[src/rtl/requant_writeback_arbiter.sv]
// requant_writeback_arbiter: per-lane FIFOs drained round-robin into one byte-wide RAM write port.
// Define REQUANT_WB_OVERFLOW_CHECK_EN to get a sticky overflow_err on dropped lane results.
module requant_writeback_arbiter #(
  parameter int SA_N       = 4,
  parameter int MAX_N      = 16,
  parameter int N_BITS     = $clog2(MAX_N),
  parameter int FIFO_DEPTH = 4,
  parameter int ADDR_WIDTH = 12
) (
  input  logic                              clk,
  input  logic                              reset,
  input  logic                              layer_start,
  input  logic [ADDR_WIDTH-1:0]             base_addr,
  input  logic [N_BITS:0]                   row_stride,
  input  logic                              flush,
  input  logic [SA_N-1:0]                   in_valid,
  input  logic [SA_N-1:0][N_BITS-1:0]       in_row,
  input  logic [SA_N-1:0][N_BITS-1:0]       in_col,
  input  logic [SA_N-1:0][7:0]              in_data,
  output logic                              wr_en,
  output logic [ADDR_WIDTH-1:0]             wr_addr,
  output logic [7:0]                        wr_data,
  input  logic                              wr_ready,
  output logic [SA_N-1:0]                   lane_full,
  output logic                              busy,
  output logic                              done,
  output logic                              overflow_err
);
  localparam int PW = (SA_N > 1) ? $clog2(SA_N) : 1;
  localparam int DW = $clog2(FIFO_DEPTH);
  localparam int CW = DW + 1;
  localparam int EW = 2 * N_BITS + 8;
  localparam logic [1:0] IDLE = 2'd0, ACTIVE = 2'd1, DRAIN = 2'd2, DONE = 2'd3;

  logic [1:0]              state;
  logic [ADDR_WIDTH-1:0]   base_q;
  logic [N_BITS:0]         stride_q;
  logic [EW-1:0]           mem [SA_N][FIFO_DEPTH];
  logic [DW-1:0]           wp [SA_N];
  logic [DW-1:0]           rp [SA_N];
  logic [CW-1:0]           cnt [SA_N];
  logic [SA_N-1:0]         ne, push, acc, pop;
  logic [PW-1:0]           rr_ptr, win;
  logic [PW:0]             s;
  logic                    found, load, grant, drain_ok;
  logic [EW-1:0]           head;
  logic [N_BITS-1:0]       h_row, h_col;
  logic [2*N_BITS:0]       prod;
  logic [ADDR_WIDTH-1:0]   addr_next;

  assign busy = state != IDLE;
  assign done = state == DONE;
  assign push = in_valid & {SA_N{state == ACTIVE || state == DRAIN}};

  always_comb begin
    ne = '0;
    lane_full = '0;
    for (int i = 0; i < SA_N; i++) begin
      ne[i] = cnt[i] != '0;
      lane_full[i] = cnt[i] == CW'(FIFO_DEPTH);
    end
  end

  // Scan lanes starting at rr_ptr; first non-empty lane wins.
  always_comb begin
    found = 1'b0;
    win = '0;
    s = '0;
    for (int k = 0; k < SA_N; k++) begin
      s = {1'b0, rr_ptr} + (PW+1)'(k);
      s = (s >= (PW+1)'(SA_N)) ? s - (PW+1)'(SA_N) : s;
      if (!found && ne[s[PW-1:0]]) begin
        found = 1'b1;
        win = s[PW-1:0];
      end
    end
  end

  assign load     = !wr_en || wr_ready;
  assign grant    = found && load;
  assign pop      = {{(SA_N-1){1'b0}}, grant} << win;
  assign acc      = push & (~lane_full | pop);
  assign drain_ok = ~|ne && load && ~|push;

  assign head           = mem[win][rp[win]];
  assign {h_row, h_col} = head[EW-1:8];
  assign prod           = h_row * stride_q;
  assign addr_next      = base_q + ADDR_WIDTH'(prod) + ADDR_WIDTH'(h_col);

  always_ff @(posedge clk) begin
    if (reset) begin
      state <= IDLE;
      base_q <= '0;
      stride_q <= '0;
      rr_ptr <= '0;
      wr_en <= 1'b0;
      wr_addr <= '0;
      wr_data <= '0;
      for (int i = 0; i < SA_N; i++) begin
        wp[i] <= '0;
        rp[i] <= '0;
        cnt[i] <= '0;
      end
    end else begin
      for (int i = 0; i < SA_N; i++) begin
        if (acc[i]) begin
          mem[i][wp[i]] <= {in_row[i], in_col[i], in_data[i]};
          wp[i] <= wp[i] + DW'(1);
        end
        if (pop[i]) rp[i] <= rp[i] + DW'(1);
        cnt[i] <= cnt[i] + CW'(acc[i]) - CW'(pop[i]);
      end
      if (grant) begin
        wr_en <= 1'b1;
        wr_addr <= addr_next;
        wr_data <= head[7:0];
        rr_ptr <= (win == PW'(SA_N - 1)) ? '0 : win + PW'(1);
      end else if (wr_ready) begin
        wr_en <= 1'b0;
      end
      case (state)
        IDLE: if (layer_start) begin
          state <= ACTIVE;
          base_q <= base_addr;
          stride_q <= row_stride;
        end
        ACTIVE: state <= flush ? DRAIN : ACTIVE;
        DRAIN: state <= drain_ok ? DONE : DRAIN;
        default: state <= IDLE;
      endcase
    end
  end

`ifdef REQUANT_WB_OVERFLOW_CHECK_EN
  logic [SA_N-1:0] drop;
  logic            ov;
  assign drop = push & lane_full & ~pop;
  assign overflow_err = ov;
  always_ff @(posedge clk) begin
    if (reset) ov <= 1'b0;
    else if (state == IDLE && layer_start) ov <= 1'b0;
    else if (|drop) ov <= 1'b1;
  end
`else
  assign overflow_err = 1'b0;
`endif
endmodule

[config.mk]
export PLATFORM = sky130hd
export DESIGN_NAME = requant_writeback_arbiter
export DESIGN_NICKNAME = d
export VERILOG_FILES = /design/src/rtl/requant_writeback_arbiter.sv
export SDC_FILE = /design/constraint.sdc
export NUM_CORES = 1
export LEC_CHECK = 0
export CORE_MARGIN = 3
export CORE_UTILIZATION = 30
export DETAILED_ROUTE_END_ITERATION = 10
export PLACE_DENSITY = 0.58
export SLEW_MARGIN = 40
export SYNTH_ARGS = -nofsm -noshare
export SYNTH_HDL_FRONTEND = slang
export SYNTH_SLANG_ARGS = --single-unit
[constraint.sdc]
create_clock -name clk -period 7.3 [get_ports clk]
set_input_delay 1.46 -clock clk [delete_from_list [all_inputs] [get_ports clk]]
set_output_delay 1.46 -clock clk [all_outputs]
set_load 0.005 [all_outputs]
==> results of run 1 <==
## per-layer routing
layer / global-route usage [%] / part of all wire (%) / vias to the layer above
met5: 0 / 0.095 / -
met4: 3.90 / 2.4 / 6
met3: 2.79 / 5.8 / 50
met2: 22.0 / 47 / 209
met1: 18.2 / 45 / 4447
li1: - / - / 4370
## worst register-to-register path: stages, from the launching register on
cell and delay [ns]:
dfxtp_1 0.33, or3_1 0.45, nor2_1 0.42, a21o_4 0.44, buf_4 0.47, nand2_1 0.10, a311oi_1 0.50, a21o_1 0.16
fa_1 0.42, fa_1 0.48, fa_1 0.56, inv_1 0.07, ha_1 0.29, a21o_1 0.17, a21o_1 0.19, a21oi_1 0.15
nor2_1 0.07, o41ai_1 0.47, a2bb2oi_1 0.27, xor2_1 0.09, a211oi_1 0.24
## cells in the final DEF, fill, tap and decap left out, types with 17 or more instances in the layout
master           netlist  final
nand3_1              102    102
ha_1                  46     46
mux2i_1               54     53
a211oi_1              37     37
clkbuf_16              0     31
fa_1                  21     21
a21oi_1               78     78
inv_1                 55     55
edfxtp_1             272    272
nor2b_1               36     36
clkdlybuf4s50_1        0    115
dfxtp_1               54     54
and2_2                 0     17
nor2_1                26     26
nand2_1              205    204
and2_1                40     23
## cell usage after synthesis (all sizes together)
| master | n | area share [%] |
|---|---|---|
| inv | 55 | 1.4 |
| nor3b | 4 | 0.21 |
| edfxtp | 272 | 56 |
| fa | 21 | 2.9 |
| nor3 | 11 | 0.54 |
| buf | 21 | 0.77 |
| nand2 | 206 | 5.4 |
| o21ai | 4 | 0.14 |
| a21oi | 79 | 2.8 |
| and2 | 40 | 1.7 |
| mux2 | 2 | 0.18 |
| a2bb2oi | 1 | 0.060 |
| conb | 1 | 0.026 |
| nand3 | 102 | 3.5 |
| nand2b | 8 | 0.35 |
| or2 | 4 | 0.17 |
| clkbuf | 38 | 0.98 |
| xnor2 | 13 | 0.79 |
| a311oi | 6 | 0.36 |
| ha | 46 | 4.0 |
| nor2 | 26 | 0.67 |
| a31oi | 3 | 0.13 |
| o221ai | 2 | 0.21 |
| o41ai | 2 | 0.12 |
| xor2 | 6 | 0.36 |
| a211o | 9 | 0.54 |
| a21o | 6 | 0.31 |
| dfxtp | 54 | 7.5 |
| nor2b | 36 | 1.6 |
| mux2i | 54 | 3.7 |
| o21bai | 1 | 0.052 |
| a211oi | 39 | 2.1 |
| or3 | 2 | 0.086 |
## where the power goes
part | internal [mW] | switching [mW]
combinational | 1.36 | 2.36
clock | 0.993 | 0.699
sequential | 2.18 | 0.136
## sequential cells by signal, indices dropped and copies added, names as in the netlist
name / count
mem: 256
base_q: 12
cnt: 12
wr_addr: 12
rp: 8
wp: 8
wr_data: 8
stride_q: 5
rr_ptr: 2
state: 2
wr_en: 1
## worst paths after layout
kind / startpoint / endpoint / slack, ns
worst min-delay path: base_q[2] / base_q[2] / 0.46
worst max register to register: cnt[1][2] / wr_addr[11] / 0.86
worst min register to register: base_q[2] / base_q[2] / 0.46
worst max-delay path: cnt[1][2] / wr_addr[11] / 0.86
## final cells by class
type,instances,area (sq um)
clock inverters,23,289
inverters,55,206
fillers,4442,29800
clock buffers,34,787
repair buffers,126,1240
diodes,4,10.0
multi-input cells,734,4830
well taps,607,759
flip-flops and latches,326,9250
## per-stage QoR
| step | area [sq um] | power, mW | utilization [%] | hold WS [ns] |
|---|---|---|---|---|
| after floorplan | 14500 | 5.01 | - | 0.436 |
| after global placement | 16200 | 5.98 | 34.4 | 0.445 |
| after detailed placement | 16300 | 6.08 | 34.5 | 0.448 |
| after CTS | 17400 | 7.79 | 36.8 | 0.460 |
| after global routing | 17400 | 8.32 | 36.8 | 0.474 |
| final | 17400 | 7.73 | 36.8 | 0.458 |
## logic make-up (layout without fill, tap and decap cells)
family          count (synthesis)  count (layout)  synth area share, %
simple gates                  439             439                 14.2
flops                         326             326                 63.9
compound gates                152             152                 6.82
buf+inv                       114             238                 3.18
fa+ha+maj                      67              67                 6.88
mux                            56              56                 3.91
xor+xnor                       19              19                 1.15
other cells                     1               5               0.0259
==> run_results.csv, run 1 <==
group,metric,value,unit
route,dr.pass1.iters,7,
sta,worst_slew_pin_slew,0.769,ns
final_layout,drive_gt1_share,7.40,%
final_layout,area_growth,19.9,%
route,vias_per_cell,4.76,
logic_synthesis,synth_warnings,0,
grt,antenna_found_initial,6,
clocking,postCtsHoldBufs,0,
logic_synthesis,ys_types,41,
logic_synthesis,synth_nets,1331,
clocking,htree_levels,1,
clocking,clockRootBuffer,"clkbuf_16",
sta,finalWorstSetupSlack,0.857,ns
grt,grtUsageTotal,13.5,%
logic_synthesis,ys_seq_elements,326,
final_layout,layout.nets,1431,
place,place_inst,1848,
sta,period_minus_slack,6.44,ns
critical_path,cp_num_cells,20,
grt,grt_pass1_wl,52.6,mm
worst_hold_path,hold_path_class,"reg2reg",
final_layout,fin_cells,1909,
place,hpwl,24.4,mm
place,port_buffers,116,
sta,post-route-period-util,88.3,%
critical_path,r2r_cells,20,
critical_path,worstPathMaxFanout,40,
power_and_ir_drop,cellPowerDensity,445,nW/um^2
logic_synthesis,syn_avg_cell_area,12.3,sq um
sta,rsz0062_at_grt,"false",
die,io_pins,118,
route,wl_per_cell,18.3,um
clocking,cts_tree,"yes",
sta,tns,0,ns
critical_path,slowest_delay,0.56,ns
die,die_area,51000,sq um
logic_synthesis,synthCells,1174,
critical_path,cp_cell_sequence,"or3_1 > nor2_1 > a21o_4 > buf_4 > nand2_1 > a311oi_1 > a21o_1 > fa_1 > fa_1 > fa_1 > inv_1 > ha_1 > a21o_1 > a21o_1 > a21oi_1 > nor2_1 > o41ai_1 > a2bb2oi_1 > xor2_1 > a211oi_1",
sta,hold_violations,0,
critical_path,crit_slowest_cell,"fa_1",
power_and_ir_drop,cellLeakagePower,6.29,nW
route,drcViolationCount,0,
route,wirelength,34.8,mm
critical_path,cp-end-kind,"register",
power_and_ir_drop,ir_drop,393,uV
critical_path,cp-start-kind,"register",
die,initial_core_util,30.7,%
outcome,status,"finished, final reports clean",
critical_path,crit_family,"compound AO/OA/AOI/OAI gates",
sta,max_slew_margin,48.5,%
route,postRouteAntennaNets,0,
critical_path,crit_type,"reg2reg",
sta,max_freq,0.155,GHz
sta,clock_skew,0.0150,ns
die,die_h,226,um
critical_path,crit_required,7.78,ns
clocking,clk_pin_slew_worst_paths,0.06,ns
clocking,clk_latency,0.58,ns
grt,grt_pass1_vias,8982,
route,drtIter0Drc,802,
grt,grt_max_degree,88,
clocking,cts_resized,0,
critical_path,cp_num_buf_inv,2,
die,coreArea,47100,sq um
die,placementRows,79,
route,dr_total_vias,9082,
clocking,post_cts_buffers,0,
grt,gr-total-overflow,0,
sta,finalMaxSlewViolations,0,
place,gp_congestion,0.868,
logic_synthesis,syn_area,14500,sq um
job,cap_violations,0,
place,pre_cts_ws,0.905,ns
clocking,clk_path_buf_depth,3,
logic_synthesis,yosysSeqAreaShare,63.9,%
critical_path,arrival,6.92,ns
sta,setup_viol,0,
clocking,cts.sinks,326,
worst_hold_path,hold_depth,2,
die,die_w,226,um
clocking,numCtsBuffers,31,
No activity file was read; power rests on OpenSTA's default activity.
==> run 2: changes to the inputs <==
==> constraint.sdc (replaced) <==
create_clock -name clk -period 7.3 [get_ports clk]
set_input_delay 1.825 -clock clk [delete_from_list [all_inputs] [get_ports clk]]
set_output_delay 1.825 -clock clk [all_outputs]
set_load 0.005 [all_outputs]
==> run 2 against run 1 <==
Compared with the run above:
- utilization hardly changed
- first-iteration DRC count fell by 13%
- power fell by 0.33%
- design area about the same
- final cell count up 0.26%
==> run_results.csv, run 2 (synthesis results as in run 1) <==
group,metric,value,unit
outcome,status,"finished, final reports clean",
grt,grt_pass1_vias,8951,
power_and_ir_drop,cellPowerDensity,444,nW/um^2
route,postRouteAntennaNets,0,
power_and_ir_drop,cellLeakagePower,6.31,nW
critical_path,cp_num_buf_inv,2,
worst_hold_path,hold_path_class,"reg2reg",
critical_path,cp-startpoint,"cnt[3][1]",
final_layout,layout.nets,1437,
critical_path,crit_type,"reg2reg",
critical_path,worstPathMaxFanout,40,
sta,hold_violations,0,
critical_path,r2r_setup_slack,0.94,ns
sta,finalMaxSlewViolations,0,
sta,clock_skew,0.0253,ns
worst_hold_path,min_from,"wr_addr[7]",
place,port_buffers,116,
grt,antenna_found_initial,5,
power_and_ir_drop,power.total,7.71,mW
route,drcViolationCount,0,
place,pre_cts_ws,0.905,ns
final_layout,area_growth,19.9,%
critical_path,arrival,6.80,ns
final_layout,fin_cells,1914,
clocking,clk_path_buf_depth,3,
sta,whs,0.453,ns
route,wirelength,34.9,mm
grt,grt_pass1_wl,52.7,mm
place,hpwl,24.5,mm
critical_path,cp-start-kind,"register",
die,die_h,226,um
sta,max_freq,0.157,GHz
sta,worst_slew_pin_slew,0.837,ns
clocking,postCtsHoldBufs,0,
clocking,htree_levels,2,
grt,grt_max_degree,88,
clocking,cts.sinks,326,
clocking,post_cts_buffers,0,
route,vias_per_cell,4.75,
die,placementRows,79,
grt,gr-total-overflow,0,
sta,finalWorstSetupSlack,0.939,ns
route,wl_per_cell,18.2,um
place,gp_congestion,0.868,
clocking,cts_resized,0,
final_layout,layout_common_cells,"edfxtp_1, nand2_1, clkdlybuf4s50_1",
clocking,clk_latency,0.52,ns
critical_path,crit_required,7.74,ns
die,die_w,226,um
route,drtIter0Drc,695,
critical_path,r2r-start,"cnt[3][1]",
clocking,numCtsBuffers,34,
die,io_pins,118,
sta,setup_viol,0,
sta,post-route-period-util,87.1,%
sta,rsz0062_at_grt,"false",
power_and_ir_drop,ir_drop,441,uV
final_layout,num-fill-cells,4375,
critical_path,slowest_delay,0.55,ns
place,place_inst,1851,
die,initial_core_util,30.7,%
critical_path,cp-end-kind,"register",
grt,grtUsageTotal,13.6,%
critical_path,cp_cell_sequence,"or3_1 > nor2_1 > a21o_4 > buf_4 > nand2_1 > a311oi_1 > a21o_1 > fa_1 > fa_1 > fa_1 > inv_1 > ha_1 > a21o_1 > a21o_1 > a21oi_1 > nor2_1 > o41ai_1 > a2bb2oi_1 > xor2_1 > a211oi_1",
critical_path,crit_slowest_cell,"fa_1",
critical_path,crit_family,"compound AO/OA/AOI/OAI gates",
route,dr_total_vias,9100,
die,die_area,51000,sq um
die,coreArea,47100,sq um
clocking,cts_tree,"yes",
clocking,clk_pin_slew_worst_paths,0.06,ns
final_layout,drive_gt1_share,7.43,%
final_layout,final_common_cell,"edfxtp_1",
clocking,clockRootBuffer,"clkbuf_16",
sta,max_slew_margin,43.1,%
route,dr.pass1.iters,5,
sta,period_minus_slack,6.36,ns
job,cap_violations,0,
sta,tns,0,ns
final_layout,largest_reg_flops,256,
[run 2: final timing paths]
kind / end / cells past startpoint
max: wr_addr[11] / 20
min: wr_addr[7] / 2
max reg2reg: wr_addr[11] / 20
min reg2reg: wr_addr[7] / 2
[run 2: where the power goes]
| part | total, mW | internal (mW) | leakage [nW] | switching, mW |
|---|---|---|---|---|
| logic | 3.72 | 1.36 | 2.87 | 2.36 |
| registers | 2.32 | 2.18 | 2.92 | 0.134 |
| clock network | 1.67 | 0.968 | 0.519 | 0.703 |
| total | 7.71 | 4.51 | 6.31 | 3.20 |
[run 2: through the flow]
step	cell area [sq um]	utilization, %
6_report	17400	36.8
5_1_grt	17400	36.8
4_1_cts	17400	36.8
3_5_place_dp	16300	34.6
3_3_place_gp	16200	34.5
2_1_floorplan	14500	-
[run 2: area by class of cell]
cell class	instances	area (sq um)	share of cell area, %
antenna	2	5.00	0.0288
clock buffer	44	920	5.29
clock inverter	17	151	0.871
inverter	55	206	1.19
multi-input combinational	734	4820	27.7
sequential	326	9250	53.2
tap	607	759	4.37
timing repair buffer	129	1260	7.28
[run 2: routing by layer]
metal,track usage [%],vias up,wire [um]
met2,22.4,216,16400
li1,-,4385,-
met3,3.34,55,2220
met1,17.9,4438,15500
met4,3.83,6,812
met5,0,-,33
[run 2: worst reg2reg max path: cells and delay by family (launching register included)]
kind                       cells  cell delay (ns)
and+or+nand+nor                4             0.99
buffers and inverters          2             0.54
xor gates and xnor gates       1             0.08
adders and majority gates      4             1.73
DFF                            1             0.35
AOI/OAI and AO/OA              9             2.58
==> RTL change (settings of run 1) <==
The parameter `ADDR_WIDTH` goes from 12 to 10.
--- a/src/rtl/requant_writeback_arbiter.sv
+++ b/src/rtl/requant_writeback_arbiter.sv
@@ -5,7 +5,7 @@
   parameter int MAX_N      = 16,
   parameter int N_BITS     = $clog2(MAX_N),
   parameter int FIFO_DEPTH = 4,
-  parameter int ADDR_WIDTH = 12
+  parameter int ADDR_WIDTH = 10
 ) (
   input  logic                              clk,
   input  logic                              reset,
Ports: changed (resized base_addr and wr_addr); port bits go from 118 to 114. No check against the original RTL was run, so the function may have changed too.
==> RTL change against run 1 <==
Non-clock buffer count up 1. Die area hardly changed. Cell area increased by 0.29%. Worst setup slack improved by 210 ps. Total power is 4.8% higher. Area after synthesis about the same. Critical path depth is the same. Combinational power rose by 8.9%. Sequential cell count shrank 4. Clock power is 5% higher. Fmax increased by 3.3%. Routed wire length up 3.8%. Critical endpoint is now wr_addr[9]. Highest routed layer unchanged.
==> RTL change: results (changes against run 1) <==
[outcome]
status = complete, no violations  ; unchanged

[detailed_routing]
dr.pass1.iters = 5  ; was 7
vias = 8766  ; was 9,082
drt_iter0_markers = 591  ; was 802

[setup_path]
crit_family = simple AND/OR/NAND/NOR gates  ; was compound AO/OA/AOI/OAI gates
critPathArrivalTime_ps = 6680  ; was 6920 ps
slowest_stage = or3_4  ; was fa_1

[pwr]
pwr-share-seq = 0.281  ; was 0.300
ir_drop_mv = 0.352  ; was 0.393 mV
cellInternalPower_mw = 4.76  ; was 4.54 mW
finalPower_mw = 8.11  ; was 7.73 mW
powerClk_mw = 1.78  ; was 1.69 mW

[synth]
synthCells = 1096  ; was 1,174
seq_area_frac_synth = 0.633  ; was 0.639
ys_types = 57  ; was 41
syn_nets = 1250  ; was 1,331
netlist_top_cells_area = edfxtp_1 (56%), dfxtp_1 (6.9%), mux2i_1 (5.3%)  ; was edfxtp_1 (56%), dfxtp_1 (7.5%), nand2_1 (5.3%)

[grt]
grt_pass1_vias = 8903  ; was 8,982
antenna_found_initial = 3  ; was 6
gr-usage-all-layers = 0.142  ; was 0.135
grt_pass1_wl_mm = 54.5  ; was 52.6 mm

[layout]
drive_gt1_frac = 0.0916  ; was 0.0740
nets = 1359  ; was 1,431

[clock_network]
htreeDepth = 2  ; was 1

[timing]
slew_headroom = 0.486  ; was 0.485
skew_ps = 25.1  ; was 15.0 ps

[placement]
dp_hpwl_mm = 24.2  ; was 24.4 mm
port_buffers = 112  ; was 116

-- RTL change: path summary, 6_finish.rpt --
path | from | endpoint | slack, ps | depth (start not counted)
min reg2reg | wr_addr[7] | wr_addr[7] | 450 | 2
max | cnt[2][1] | wr_addr[9] | 1060 | 20
min | wr_addr[7] | wr_addr[7] | 450 | 2
max reg2reg | cnt[2][1] | wr_addr[9] | 1060 | 20
-- RTL change: routing by layer --
metal  vias up  wire length [um]  global-route usage
met4         6               883              0.0435
li1       4204                 -                   -
met1      4274             16700               0.190
met3        69              1640              0.0269
met2       213             16900               0.234
met5         -                40                   0
-- RTL change: kinds of logic (layout without fill, tap and decap cells) --
logic type | count (synthesis) | count (layout) | share of synthesized area
mux | 90 | 90 | 0.0635
simple gates | 282 | 282 | 0.0952
other cells | 1 | 2 | 0.000259
fa+ha+maj | 66 | 66 | 0.0678
compound gates | 197 | 197 | 0.0945
flops | 322 | 322 | 0.633
buf+inv | 121 | 259 | 0.0358
xor+xnor | 17 | 17 | 0.0103
-- RTL change: layout make-up --
| type | count | area, um2 | share of cell area |
|---|---|---|---|
| clock buffers | 46 | 981 | 0.0563 |
| inverters | 64 | 240 | 0.0138 |
| clock inverters | 22 | 181 | 0.0104 |
| multi-input cells | 653 | 4840 | 0.278 |
| flip-flops and latches | 322 | 9170 | 0.526 |
| repair buffers | 127 | 1250 | 0.0717 |
| well taps | 607 | 759 | 0.0436 |
| diodes | 1 | 2.50 | 0.000144 |
-- RTL change: stage by stage --
| step | setup slack (ps) | cell area (um2) | cells |
|---|---|---|---|
| final | 1060 | 17400 | 1842 |
| after detailed placement | 1060 | 16300 | 1773 |
| after floorplan | 1990 | 14500 | 1096 |
| after global placement | 1140 | 16200 | 1770 |
| after CTS | 1030 | 17400 | 1841 |
| after global routing | 560 | 17400 | 1841 |
